--- config.mk ---
export PLATFORM = sky130hd
export DESIGN_NAME = regfile_write_arbiter
export DESIGN_NICKNAME = d
export VERILOG_FILES = /design/src/rtl/regarb_pkg.sv /design/src/rtl/regfile_write_arbiter_rr_priority_select.sv /design/src/rtl/regfile_write_arbiter.sv
export SDC_FILE = /design/constraint.sdc
export NUM_CORES = 1
export LEC_CHECK = 0
export ABC_AREA = 1
export BUFFER_PORTS_ARGS = -buffer_cell sky130_fd_sc_hd__buf_2
export CAP_MARGIN = 20
export CELL_PAD_IN_SITES_DETAIL_PLACEMENT = 1
export CELL_PAD_IN_SITES_GLOBAL_PLACEMENT = 2
export CORE_MARGIN = 8
export CORE_UTILIZATION = 19
export DETAILED_ROUTE_END_ITERATION = 10
export PLACE_DENSITY = 0.77
export REMOVE_ABC_BUFFERS = 1
export SLEW_MARGIN = 10
export SYNTH_ARGS = -nofsm -noshare
export SYNTH_HDL_FRONTEND = slang
export SYNTH_SLANG_ARGS = --single-unit
--- constraint.sdc ---
create_clock -name Clk -period 2.2 [get_ports Clk]
set_input_delay 0.22 -clock Clk [delete_from_list [all_inputs] [get_ports Clk]]
set_output_delay 0.22 -clock Clk [all_outputs]
set_load 0.01 [all_outputs]
--- src/rtl/regarb_pkg.sv ---
// Shared widths and FSM state type for the register-file write arbiter.
// The INIT state only exists when REGFILE_WRITE_ARBITER_INIT_SWEEP_EN is defined.
package regarb_pkg;

  localparam int REG_ADDR_W = 5;
  localparam int DATA_W     = 32;
  localparam int NUM_REGS   = 32;

`ifdef REGFILE_WRITE_ARBITER_INIT_SWEEP_EN
  localparam int SWEEP_CNT_W = $clog2(NUM_REGS);

  typedef enum logic [0:0] {
    INIT = 1'b0,
    RUN  = 1'b1
  } arbState_t;
`endif

endpackage

--- src/rtl/regfile_write_arbiter_rr_priority_select.sv ---
// Combinational round-robin search: one-hot grant to the first valid
// requester at or after ptr, wrapping modulo NREQ.
module rr_priority_select #(
  parameter int NREQ = 4,
  localparam int PTR_W = $clog2(NREQ)
) (
  input  logic [NREQ-1:0]  valid,
  input  logic [PTR_W-1:0] ptr,
  output logic [NREQ-1:0]  grant
);

  always_comb begin
    // NOTE: default assigned first so no path leaves grant unassigned (no latch).
    grant = '0;
    // Walk from the farthest offset down so the nearest valid requester wins.
    for (int k = NREQ - 1; k >= 0; k--) begin
      if (valid[(int'(ptr) + k) % NREQ]) begin
        grant = '0;
        grant[(int'(ptr) + k) % NREQ] = 1'b1;
      end
    end
  end

endmodule

--- src/rtl/regfile_write_arbiter.sv ---
// Round-robin arbiter for the register file's single write port, with a
// one-cycle registered write stage. Optional zeroing sweep of regs 1..31 after
// reset when REGFILE_WRITE_ARBITER_INIT_SWEEP_EN is defined.
module regfile_write_arbiter
  import regarb_pkg::*;
#(
  parameter int NREQ = 4
) (
  input  logic                         Clk,
  input  logic                         Reset,
  input  logic [NREQ-1:0]              ReqValid,
  input  logic [REG_ADDR_W*NREQ-1:0]   ReqAddr,
  input  logic [DATA_W*NREQ-1:0]       ReqData,
  output logic [NREQ-1:0]              ReqReady,
  output logic                         RegWrite,
  output logic [REG_ADDR_W-1:0]        WriteRegister,
  output logic [DATA_W-1:0]            WriteData,
  output logic                         Busy
);

  localparam int PTR_W = $clog2(NREQ);

  logic [PTR_W-1:0]      prioPtr;
  logic [PTR_W-1:0]      nextPtr;
  logic [PTR_W-1:0]      grantIdx;
  logic [NREQ-1:0]       rrGrant;
  logic                  inRun;
  logic                  transfer;
  logic                  sweepIssue;
  logic [REG_ADDR_W-1:0] sweepReg;
  logic [REG_ADDR_W-1:0] selAddr;
  logic [DATA_W-1:0]     selData;

  rr_priority_select #(.NREQ(NREQ)) uSelect (
    .valid (ReqValid),
    .ptr   (prioPtr),
    .grant (rrGrant)
  );

  // Reset gates the grant combinationally so it drops the instant Reset rises.
  assign ReqReady = (inRun && !Reset) ? rrGrant : '0;
  assign transfer = |ReqReady;

  always_comb begin
    grantIdx = '0;
    selAddr  = '0;
    selData  = '0;
    for (int i = 0; i < NREQ; i++) begin
      if (ReqReady[i]) begin
        grantIdx = PTR_W'(i);
        selAddr  = ReqAddr[REG_ADDR_W*i +: REG_ADDR_W];
        selData  = ReqData[DATA_W*i +: DATA_W];
      end
    end
  end

  assign nextPtr = (grantIdx == PTR_W'(NREQ - 1)) ? '0 : grantIdx + 1'b1;

`ifdef REGFILE_WRITE_ARBITER_INIT_SWEEP_EN
  localparam logic [SWEEP_CNT_W-1:0] SWEEP_LAST = SWEEP_CNT_W'(NUM_REGS - 1);

  arbState_t             state;
  arbState_t             stateNext;
  logic [SWEEP_CNT_W-1:0] sweepCnt;

  always_ff @(posedge Clk or posedge Reset) begin
    if (Reset) state <= INIT;
    else       state <= stateNext;
  end

  always_comb begin
    stateNext = state;
    if (state == INIT && sweepCnt == SWEEP_LAST) stateNext = RUN;
  end

  always_ff @(posedge Clk or posedge Reset) begin
    if (Reset)           sweepCnt <= '0;
    else if (sweepIssue) sweepCnt <= sweepCnt + 1'b1;
  end

  // sweepCnt counts writes already issued; the next one targets sweepCnt+1.
  assign sweepIssue = (state == INIT) && (sweepCnt != SWEEP_LAST);
  assign sweepReg   = REG_ADDR_W'(sweepCnt + 1'b1);
  assign inRun      = (state == RUN);
  assign Busy       = !inRun;
`else
  assign sweepIssue = 1'b0;
  assign sweepReg   = '0;
  assign inRun      = 1'b1;
  assign Busy       = 1'b0;
`endif

  always_ff @(posedge Clk or posedge Reset) begin
    if (Reset) begin
      // NOTE: non-blocking assignments for all state so every flop samples pre-edge values.
      RegWrite      <= 1'b0;
      WriteRegister <= '0;
      WriteData     <= '0;
      prioPtr       <= '0;
    end else if (sweepIssue) begin
      RegWrite      <= 1'b1;
      WriteRegister <= sweepReg;
      WriteData     <= '0;
    end else if (transfer) begin
      // Address 0 is accepted and consumes its turn but never reaches the file.
      RegWrite      <= (selAddr != '0);
      WriteRegister <= selAddr;
      WriteData     <= selData;
      prioPtr       <= nextPtr;
    end else begin
      RegWrite      <= 1'b0;
    end
  end

endmodule

==> impl_metrics.env <==
export IMPL_cp_required_ns=1.98
export IMPL_ios=197
export IMPL_syn2layout_area_growth_pct=75.88
export IMPL_violations="setup timing"
export IMPL_synth_common_cells="nand2_1 (186), nand3_1 (55), dfrtp_1 (40), o21ai_1 (32), nor2_1 (28)"
export IMPL_power_total_mw=11.45
export IMPL_antenna_left=0
export IMPL_fillers=2031
export IMPL_seqPwrFrac_pct=12.3
export IMPL_synth_top_family_by_area="simple AND/OR/NAND/NOR gates"
export IMPL_clk_pin_slew_worst_paths_ns=0.06
export IMPL_synth_edff_count=0
export IMPL_clockBufferDepth=2
export IMPL_yosysWarnings=0
export IMPL_cp_max_fo=10
export IMPL_synth_most_common_cell="nand2_1"
export IMPL_clock_root_buffer="clkbuf_16"
export IMPL_layoutNonFillerInstCount=933
export IMPL_yosysSeqAreaShare_pct=31.18
export IMPL_rr_startpoint="prioPtr[0]"
export IMPL_regToRegEndpoint="WriteData[23]"
export IMPL_die_area_um2=21310
export IMPL_overflow=0
export IMPL_syn_inst=468
export IMPL_synth_xor_area_share_pct=0
export IMPL_p_leak_nw=2.927
export IMPL_hold_violations=0
export IMPL_track_usage_pct=13.96
export IMPL_fin_crit_sh_pct=102.5
export IMPL_wire_per_inst_um=17.98
export IMPL_setup_viol=9
export IMPL_place_congestion=0.7720
export IMPL_die_w_um=146.0
export IMPL_max_freq_mhz=443.3
export IMPL_synthSimpleGateAreaFrac_pct=43.92
export IMPL_finalNetCount=875
export IMPL_yosysTopAreaCell="dfrtp_1"
export IMPL_vdd_drop_max_mv=0.6656
export IMPL_cts_hold_buf=0
export IMPL_start_util_pct=19.43
export IMPL_place_ws_ns=-0.1253
export IMPL_powerDensity_nw_per_um2=2027
export IMPL_port_buffer_count=195
export IMPL_grt_max_degree=30
export IMPL_hpwl_mm=11.80
export IMPL_cts_tree="yes"
export IMPL_viasPerCell=4.345
export IMPL_drive_gt1_share_pct=56.66
export IMPL_synthDistinctLibCells=29
export IMPL_postSynth_topFlopCell="dfrtp_1"
export IMPL_syn_area_per_cell_um2=6.860
export IMPL_synthAdderAreaFrac_pct=3.118
export IMPL_internal_power_mw=5.724
export IMPL_diodes=0
export IMPL_combPwrFrac_pct=81.5
export IMPL_end_kind="output pin"
export IMPL_drc=0
export IMPL_num_rows=47
export IMPL_drv_slew=0
export IMPL_dr_pass1_iters=4
export IMPL_critPathLaunchType="flip-flop"
export IMPL_synthMuxAreaShare_pct=0
export IMPL_synth_compound_area_share_pct=12.24
export IMPL_grt_antenna_before_repair=0
export IMPL_clock_sink_count=40
export IMPL_fin_ws_ns=-0.05581
export IMPL_num_vias=4054
export IMPL_worst_setup_path_type="flip-flop to output pin"
export IMPL_core_um2=16520
export IMPL_dp_cells=888
export IMPL_ys_async_sr_fraction_pct=100.0
export IMPL_min_period_ns=2.256
export IMPL_cp_data_arrival_time_ns=2.04
export IMPL_die_h_um=146.0
export IMPL_finClkSkew_ns=0.004767
export IMPL_pwr_share_clk_pct=6.2
export IMPL_numCtsBuffers=5
export IMPL_fin_util_pct=34.17
export IMPL_status="finished, violations left"
export IMPL_clk_latency_ns=0.29
export IMPL_grtUsageMet2_pct=25.23
export IMPL_grt_pass1_wl_mm=24.04
export IMPL_routed_wl_mm=16.78
export IMPL_grtUsageMet1_pct=15.73
export IMPL_max_cap_violations=0
export IMPL_grt_pass1_vias=4562
export IMPL_syn_area_um2=3211
export IMPL_synth_top_area_share_pct=31.18
export IMPL_gr_max_usage_layer="met2"
export IMPL_rsz0062_at_grt="true"
export IMPL_grt_met3_usage_pct=4.042
export IMPL_sw_frac_of_total_pct=50.00
export IMPL_r2r_setup_slack_ns=-0.05
export IMPL_yosys_top_cells_area="dfrtp_1 (31%), nand2_1 (22%), nand3_1 (8.6%)"
export IMPL_power_switching_mw=5.723
export IMPL_reg2regPathDepth=17
export IMPL_ys_ff_latch=40
export IMPL_first_iter_violations=118
export IMPL_htree_levels=2
export IMPL_worstHoldPathType="input pin to async pin"
## layout make-up
type,count,area (µm²),share of cell area [%]
Timing Repair inverter,1,8.758,0.1551
Inverter,30,168.9,2.991
Sequential cell,40,1001,17.73
Tap cell,220,275.3,4.875
Timing Repair Buffer,256,1765,31.27
Clock inverter,2,12.51,0.2216
Clock buffer,5,125.1,2.216
Multi-Input combinational cell,379,2290,40.55
## power by group through the flow
stage	clock [mW]	sequential, mW	combinational, mW
4_1_cts	0.750	1.40	7.08
6_report	0.707	1.41	9.33
5_1_grt	0.773	1.46	10.2
2_1_floorplan	0	1.57	3.70
3_5_place_dp	0	1.40	6.55
3_3_place_gp	0	1.40	6.40
## routing by layer
metal	vias up	share of wire, %
li1	1988	-
met3	18	5.0
met4	0	1.7
met1	1928	41
met5	-	0
met2	120	52
## through the flow
step                      cell area [µm²]  hold slack [ns]  setup TNS (ns)
final                                5647          0.06812         -0.2294
after global routing                 5647          0.08829          -4.154
after CTS                            4850          0.06769        -0.01690
after detailed placement             4542           0.3864          -2.812
after global placement               4542           0.3879         -0.1883
after floorplan                      3033           0.3480          -7.403
## repair_timing
item | CTS | global route
endpoints found under the setup margin | 43 | 44
setup buffers | 6 | 21
gates cloned | 2 | 9
pin swaps | 8 | 36
resized for setup | 22 | 118
## critical path, stage by stage (launching register included)
cell	delay (ns)
dfrtp_1	0.37
inv_2	0.07
ha_4	0.32
inv_4	0.06
nand2_4	0.06
nand2_4	0.07
buf_4	0.15
nand3_4	0.08
nand2_4	0.08
nand2_8	0.11
clkinv_8	0.08
buf_12	0.15
buf_6	0.12
## worst max-delay path by stage
stage | startpoint | end | cells after the start | slack, ns
final | prioPtr[0] | ReqReady[2] | 12 | -0.06
after global routing | prioPtr[0] | WriteData[19] | 17 | -0.17
after CTS | prioPtr[0] | ReqReady[0] | 14 | -0.02
after detailed placement | prioPtr[0] | WriteData[12] | 18 | -0.13
after global placement | prioPtr[0] | RegWrite | 17 | -0.03
after floorplan | prioPtr[0] | WriteData[25] | 14 | -0.26
## sequential cells by signal, indices dropped and copies added, names as in the netlist
signal         count
WriteData         32
prioPtr            2
RegWrite           1
WriteRegister      5
## cells in the final DEF (no fill, tap or decap), types with 10 or more instances in the layout
| cell type | instances |
|---|---|
| nand3_1 | 41 |
| nand2_4 | 13 |
| buf_2 | 192 |
| inv_1 | 15 |
| buf_12 | 11 |
| buf_4 | 29 |
| buf_6 | 15 |
| o21ai_2 | 10 |
| nand2_2 | 45 |
| a21oi_2 | 18 |
| nor2_1 | 23 |
| o21ai_1 | 29 |
| nand2_1 | 150 |
| dfrtp_1 | 40 |
| clkbuf_16 | 10 |
| nand3_2 | 14 |
## logic make-up after synthesis
family                     after synthesis
and+or+nand+nor                        305
AOI/OAI and AO/OA                       63
buffers and inverters                   51
DFF                                     40
adders and majority gates                8
other                                    1
Note: power is estimated with default switching activity, not from simulation.
